===== config.mk =====
export PLATFORM = sky130hd
export DESIGN_NAME = write_buffer_axi
export DESIGN_NICKNAME = d
export VERILOG_FILES = /design/src/rtl/write_buffer_axi_pkg.sv /design/src/rtl/write_buffer_axi_fifo.sv /design/src/rtl/write_buffer_axi.sv
export SDC_FILE = /design/constraint.sdc
export NUM_CORES = 1
export LEC_CHECK = 0
export CAP_MARGIN = 25
export CORE_ASPECT_RATIO = 1.2
export CORE_MARGIN = 2
export CORE_UTILIZATION = 35
export CTS_CLUSTER_SIZE = 30
export DETAILED_ROUTE_END_ITERATION = 6
export GPL_TIMING_DRIVEN = 0
export HOLD_SLACK_MARGIN = 0.02
export SYNTH_ARGS = -nofsm -noshare
export SYNTH_HDL_FRONTEND = slang
export SYNTH_HIERARCHICAL = 1
export SYNTH_SLANG_ARGS = --single-unit

===== constraint.sdc =====
create_clock -name CLK -period 7.5 [get_ports CLK]
set_clock_uncertainty 0.15 [all_clocks]
set_input_delay 1.5 -clock CLK [delete_from_list [all_inputs] [get_ports CLK]]
set_output_delay 1.5 -clock CLK [all_outputs]
set_load 0.01 [all_outputs]

===== src/rtl/write_buffer_axi_pkg.sv =====
// Shared state encodings, AXI constants and entry layout for the AXI write buffer.
package write_buffer_axi_pkg;

  localparam logic [1:0] S_IDLE = 2'd0;
  localparam logic [1:0] S_ADDR = 2'd1;
  localparam logic [1:0] S_RESP = 2'd2;

  localparam logic [2:0] AXI_SIZE_WORD  = 3'b010;
  localparam logic [1:0] AXI_BURST_INCR = 2'b01;
  localparam logic [1:0] AXI_RESP_OKAY  = 2'b00;

  localparam int unsigned ENTRY_W = 68;

  typedef struct packed {
    logic [31:0] addr;
    logic [3:0]  strb;
    logic [31:0] data;
  } wb_entry_t;

endpackage


===== src/rtl/write_buffer_axi_fifo.sv =====
// Circular entry store for the write buffer: tail push, head peek/pop, per-slot valid view.
module wbuf_fifo
  import write_buffer_axi_pkg::*;
#(
  parameter int unsigned DEPTH = 4,
  parameter int unsigned WIDTH = ENTRY_W,
  localparam int unsigned PW = $clog2(DEPTH),
  localparam int unsigned CW = PW + 1
) (
  input  logic                   clk,
  input  logic                   rst,
  input  logic                   push_i,
  input  logic                   pop_i,
  input  logic [WIDTH-1:0]       din_i,
  output logic [WIDTH-1:0]       head_o,
  output logic [CW-1:0]          count_o,
  output logic                   full_o,
  output logic [DEPTH*WIDTH-1:0] slots_o,
  output logic [DEPTH-1:0]       valid_o
);

  logic [WIDTH-1:0] mem_q [DEPTH];
  logic [WIDTH-1:0] mem_d [DEPTH];
  logic [PW-1:0]    wr_ptr_q, wr_ptr_d;
  logic [PW-1:0]    rd_ptr_q, rd_ptr_d;
  logic [CW-1:0]    count_q, count_d;
  logic [PW-1:0]    offset;

  always_comb begin
    mem_d    = mem_q;
    wr_ptr_d = wr_ptr_q;
    rd_ptr_d = rd_ptr_q;
    count_d  = count_q;
    if (push_i) begin
      mem_d[wr_ptr_q] = din_i;
      wr_ptr_d        = wr_ptr_q + PW'(1);
    end
    if (pop_i) begin
      rd_ptr_d = rd_ptr_q + PW'(1);
    end
    case ({push_i, pop_i})
      2'b10:   count_d = count_q + CW'(1);
      2'b01:   count_d = count_q - CW'(1);
      default: count_d = count_q;
    endcase
  end

  always_ff @(posedge clk) begin
    if (rst) begin
      wr_ptr_q <= '0;
      rd_ptr_q <= '0;
      count_q  <= '0;
    end else begin
      wr_ptr_q <= wr_ptr_d;
      rd_ptr_q <= rd_ptr_d;
      count_q  <= count_d;
    end
    mem_q <= mem_d;
  end

  // A slot is live when its distance from the head is below the entry count.
  always_comb begin
    valid_o = '0;
    slots_o = '0;
    offset  = '0;
    for (int unsigned i = 0; i < DEPTH; i++) begin
      offset                      = PW'(i) - rd_ptr_q;
      valid_o[i]                  = ({1'b0, offset} < count_q);
      slots_o[i*WIDTH +: WIDTH]   = mem_q[i];
    end
  end

  assign head_o  = mem_q[rd_ptr_q];
  assign count_o = count_q;
  assign full_o  = (count_q == CW'(DEPTH));

endmodule


===== src/rtl/write_buffer_axi.sv =====
// Posted-store write buffer draining one single-beat AXI write at a time, in FIFO order,
// with a read-after-write hazard compare against every buffered entry.
module write_buffer_axi
  import write_buffer_axi_pkg::*;
#(
  parameter int unsigned DEPTH = 4
) (
  input  logic        CLK,
  input  logic        RST,
  input  logic        WREN,
  input  logic [31:0] WADDR,
  input  logic [3:0]  WSTRB,
  input  logic [31:0] WDATA,
  output logic        FULL,
  output logic        EMPTY,
  input  logic [31:0] HAZ_ADDR,
  output logic        HAZ_HIT,
  output logic        OVERFLOW,
  output logic        BERR,
  output logic [31:0] M_AXI_AWADDR,
  output logic [7:0]  M_AXI_AWLEN,
  output logic [2:0]  M_AXI_AWSIZE,
  output logic [1:0]  M_AXI_AWBURST,
  output logic        M_AXI_AWVALID,
  input  logic        M_AXI_AWREADY,
  output logic [31:0] M_AXI_WDATA,
  output logic [3:0]  M_AXI_WSTRB,
  output logic        M_AXI_WLAST,
  output logic        M_AXI_WVALID,
  input  logic        M_AXI_WREADY,
  input  logic        M_AXI_BID,
  input  logic [1:0]  M_AXI_BRESP,
  input  logic        M_AXI_BVALID,
  output logic        M_AXI_BREADY
);

  localparam int unsigned CW = $clog2(DEPTH) + 1;

  wb_entry_t               push_entry;
  wb_entry_t               head_entry;
  wb_entry_t [DEPTH-1:0]   slots;
  logic [DEPTH-1:0]        slot_valid;
  logic [CW-1:0]           count;
  logic                    fifo_full;
  logic                    push;
  logic                    pop;
  logic                    aw_done;
  logic                    w_done;
  logic                    haz_hit;

  logic [1:0]  state_q,    state_d;
  logic        awvalid_q,  awvalid_d;
  logic        wvalid_q,   wvalid_d;
  logic [31:0] awaddr_q,   awaddr_d;
  logic [31:0] wdata_q,    wdata_d;
  logic [3:0]  wstrb_q,    wstrb_d;
  logic        overflow_q, overflow_d;
  logic        berr_q,     berr_d;

  logic unused_bits;

  assign push_entry = '{addr: WADDR, strb: WSTRB, data: WDATA};

  // A push that lands on the pop edge fits even when full, so the count holds at DEPTH.
  assign pop  = (state_q == S_RESP) && M_AXI_BVALID;
  assign push = WREN && (!fifo_full || pop);

  wbuf_fifo #(
    .DEPTH (DEPTH),
    .WIDTH (ENTRY_W)
  ) u_fifo (
    .clk     (CLK),
    .rst     (RST),
    .push_i  (push),
    .pop_i   (pop),
    .din_i   (push_entry),
    .head_o  (head_entry),
    .count_o (count),
    .full_o  (fifo_full),
    .slots_o (slots),
    .valid_o (slot_valid)
  );

  assign aw_done = !awvalid_q || M_AXI_AWREADY;
  assign w_done  = !wvalid_q  || M_AXI_WREADY;

  always_comb begin
    state_d    = state_q;
    awvalid_d  = awvalid_q;
    wvalid_d   = wvalid_q;
    awaddr_d   = awaddr_q;
    wdata_d    = wdata_q;
    wstrb_d    = wstrb_q;
    overflow_d = overflow_q | (WREN & fifo_full & ~pop);
    berr_d     = berr_q;
    case (state_q)
      S_IDLE: begin
        if (count != '0) begin
          state_d   = S_ADDR;
          awvalid_d = 1'b1;
          wvalid_d  = 1'b1;
          awaddr_d  = {head_entry.addr[31:2], 2'b00};
          wdata_d   = head_entry.data;
          wstrb_d   = head_entry.strb;
        end
      end
      S_ADDR: begin
        awvalid_d = awvalid_q & ~M_AXI_AWREADY;
        wvalid_d  = wvalid_q  & ~M_AXI_WREADY;
        if (aw_done && w_done) begin
          state_d = S_RESP;
        end
      end
      S_RESP: begin
        if (M_AXI_BVALID) begin
          state_d = S_IDLE;
          if (M_AXI_BRESP != AXI_RESP_OKAY) begin
            berr_d = 1'b1;
          end
        end
      end
      default: begin
        state_d   = S_IDLE;
        awvalid_d = 1'b0;
        wvalid_d  = 1'b0;
      end
    endcase
  end

  always_ff @(posedge CLK) begin
    if (RST) begin
      state_q    <= S_IDLE;
      awvalid_q  <= 1'b0;
      wvalid_q   <= 1'b0;
      awaddr_q   <= '0;
      wdata_q    <= '0;
      wstrb_q    <= '0;
      overflow_q <= 1'b0;
      berr_q     <= 1'b0;
    end else begin
      state_q    <= state_d;
      awvalid_q  <= awvalid_d;
      wvalid_q   <= wvalid_d;
      awaddr_q   <= awaddr_d;
      wdata_q    <= wdata_d;
      wstrb_q    <= wstrb_d;
      overflow_q <= overflow_d;
      berr_q     <= berr_d;
    end
  end

  // The in-flight entry stays in the store until its B handshake, so it is covered here too.
  always_comb begin
    haz_hit = 1'b0;
    for (int unsigned i = 0; i < DEPTH; i++) begin
      if (slot_valid[i] && (slots[i].addr[31:2] == HAZ_ADDR[31:2])) begin
        haz_hit = 1'b1;
      end
    end
  end

  assign unused_bits = ^{M_AXI_BID, HAZ_ADDR[1:0], head_entry.addr[1:0], slots};

  assign FULL          = fifo_full;
  assign EMPTY         = (count == '0) && (state_q == S_IDLE);
  assign HAZ_HIT       = haz_hit;
  assign OVERFLOW      = overflow_q;
  assign BERR          = berr_q;
  assign M_AXI_AWADDR  = awaddr_q;
  assign M_AXI_AWLEN   = 8'd0;
  assign M_AXI_AWSIZE  = AXI_SIZE_WORD;
  assign M_AXI_AWBURST = AXI_BURST_INCR;
  assign M_AXI_AWVALID = awvalid_q;
  assign M_AXI_WDATA   = wdata_q;
  assign M_AXI_WSTRB   = wstrb_q;
  assign M_AXI_WLAST   = 1'b1;
  assign M_AXI_WVALID  = wvalid_q;
  assign M_AXI_BREADY  = (state_q == S_RESP);

endmodule


==> impl_metrics.toml <==
[power]
swShare = 0.264
combPwrFrac = 0.201
power.leakage_nw = 5.83
clockPowerShare = 0.344
power_density_nw_per_um2 = 287
seqPwrFrac = 0.455
ir_drop_v = 0.000188
p_int_w = 0.00377
switchingPower_w = 0.00135

[global_routing]
grt_pass1_wl_um = 53700
grt_max_degree = 41
gr-total-overflow = 0
antenna_found_initial = 4
grt_pass1_vias = 8576
grt_usage = 0.174

[route]
drt_iter0_drc = 564
postRouteAntennaNets = 0
wl_um = 36100
vias_per_cell = 4.86
dr_total_vias = 8269
drc = 0
drt_first_pass_iters = 5
wl_per_cell_um = 21.2

[floorplanning]
num_rows = 80
die_y_um = 224
die-area_um2 = 41800
fp.coreArea_um2 = 39700
start_util = 0.354
die_x_um = 187
pin_count = 199

[clock_tree]
post_cts_buffers = 0
post_cts_resized = 0
clk_latency_ps = 520
cts_sinks = 343
cts-htree-levels = 2
path_clk_slew_ps = 60
cts_hold_buf = 0
cts_made_buffers = 36
cts_root_buf = "clkbuf_16"
cts_buffer_depth = 3
cts_tree = "done"

[sta]
setup_viol = 0
period_share = 0.732
maxSlewViolCount = 0
relSlewSlack = 0.429
finalHoldViolations = 0
holdWs_ps = 303
tns_ps = 0
worstMarginPinSlew_ps = 849
rsz0062_at_grt = "false"
fmax_ghz = 0.182
fin_crit_ps = 5490

[critical_path]
cp_top_family = "buffers and inverters"
crit_path_end_kind = "primary output"
crit_path_max_fanout = 4
criticalPathCategory = "in -> out"
startpoint_type = "input port"
critPathSlowestCell = "clkdlybuf4s50_1"
slowest_delay_ps = 560
crit_path_frequent_cell = "nand4_1"
critical_path.cell_chain = "clkdlybuf4s50_1 > xnor2_1 > nand4_1 > nor4_1 > nand4_1 > nand4_1 > clkdlybuf4s50_1"
crit_buf_inv = 2
arrival_ps = 3840
crit_required_ps = 5850

[final_layout]
utilization = 0.449
synthToLayoutAreaGrowth_pct = 26.7
drive_above_1_share = 0.152
finalNetCount = 1260

[worst_hold_path]
hold_path.class = "reg -> reg"

[yosys]
yosys_warnings = 6
syn-instance-count = 910
avgSynthCellArea_um2 = 15.5
syn_area_um2 = 14100

[placed_design]
port-buffer-count = 175
hpwl_um = 25400
place.gp.congestion = 0.798

[run_status]
status = "finished clean"

[run]
cap_violations = 0
==> flip-flops by register name, summed over array words and instances (netlist names) <==
name and cells:
M_AXI_AWADDR 30, M_AXI_WSTRB 4, u_fifo/rd_ptr_q 2, u_fifo/slots_o 264
BERR 1, M_AXI_WVALID 1, u_fifo/wr_ptr_q 2, M_AXI_WDATA 32
state_q 2, OVERFLOW 1, u_fifo/count_o 3, M_AXI_AWVALID 1
==> final cells by class <==
class                      count  area [µm²]
sequential                   343        9510
clock inverter                12         110
timing repair buffer         179        1860
antenna                        1        2.50
tap                          533         667
buffer                        58         397
clock buffer                  52        1050
inverter                       9        33.8
multi-input combinational    514        4190
fill                        3562       21900
==> metrics by stage <==
step | instances | area [µm²] | total power, W | setup WS, ps
6_report | 1701 | 17800 | 0.00512 | 2010
5_1_grt | 1700 | 17800 | 0.00533 | 1950
3_5_place_dp | 1636 | 16700 | 0.00342 | 2080
3_3_place_gp | 1632 | 16500 | 0.00340 | 897
4_1_cts | 1700 | 17800 | 0.00519 | 2070
2_1_floorplan | 924 | 14100 | 0.00290 | 3190
==> routing by layer <==
metal	vias up	share of wire	wire (µm)	track usage
met5	-	0.0012	44	0
met4	6	0.030	1070	0.0576
met3	65	0.056	2030	0.0360
met2	215	0.50	18100	0.302
met1	4184	0.41	14900	0.216
li1	3799	-	-	-
==> power by group through the flow <==
stage | Sequential [W] | Combinational (W) | Clock [W]
2_1_floorplan | 0.00239 | 0.000510 | 0
3_3_place_gp | 0.00238 | 0.00103 | 0
3_5_place_dp | 0.00237 | 0.00105 | 0
4_1_cts | 0.00233 | 0.00105 | 0.00180
5_1_grt | 0.00235 | 0.00112 | 0.00187
6_report | 0.00233 | 0.00103 | 0.00176
==> cell usage in the layout, fill, tap and decap left out, types with 4 or more instances in the layout <==
| master | count |
|---|---|
| edfxtp_1 | 264 |
| clkdlybuf4s50_1 | 175 |
| nand2_1 | 135 |
| xnor2_1 | 80 |
| dfxtp_1 | 79 |
| a21oi_1 | 73 |
| mux4_2 | 66 |
| xor2_1 | 46 |
| clkbuf_16 | 39 |
| nand4_1 | 25 |
| clkbuf_1 | 23 |
| buf_4 | 19 |
| nor2_1 | 17 |
| nor4_1 | 16 |
| conb_1 | 16 |
| buf_2 | 14 |
| buf_6 | 12 |
| inv_1 | 9 |
| ha_1 | 9 |
| clkinv_2 | 7 |
| nand2b_1 | 4 |
| and2_4 | 4 |
| buf_16 | 4 |
==> worst register-to-register path, stage by stage, from the launching register on <==
cell and delay, ps:
dfxtp_1 300, buf_2 190, nor2b_1 230, nand2_1 180
a21boi_0 720, and2_4 660, buf_16 320
==> worst paths after layout <==
kind,cells after the start,from,slack [ps],to
max,7,HAZ_ADDR[23],2010,HAZ_HIT
min,2,M_AXI_WDATA[8],300,M_AXI_WDATA[8]
max reg2reg,6,state_q[1],4400,u_fifo/slots_o[61]
min reg2reg,2,M_AXI_WDATA[8],300,M_AXI_WDATA[8]
Note: power is estimated with default switching activity, not from simulation.
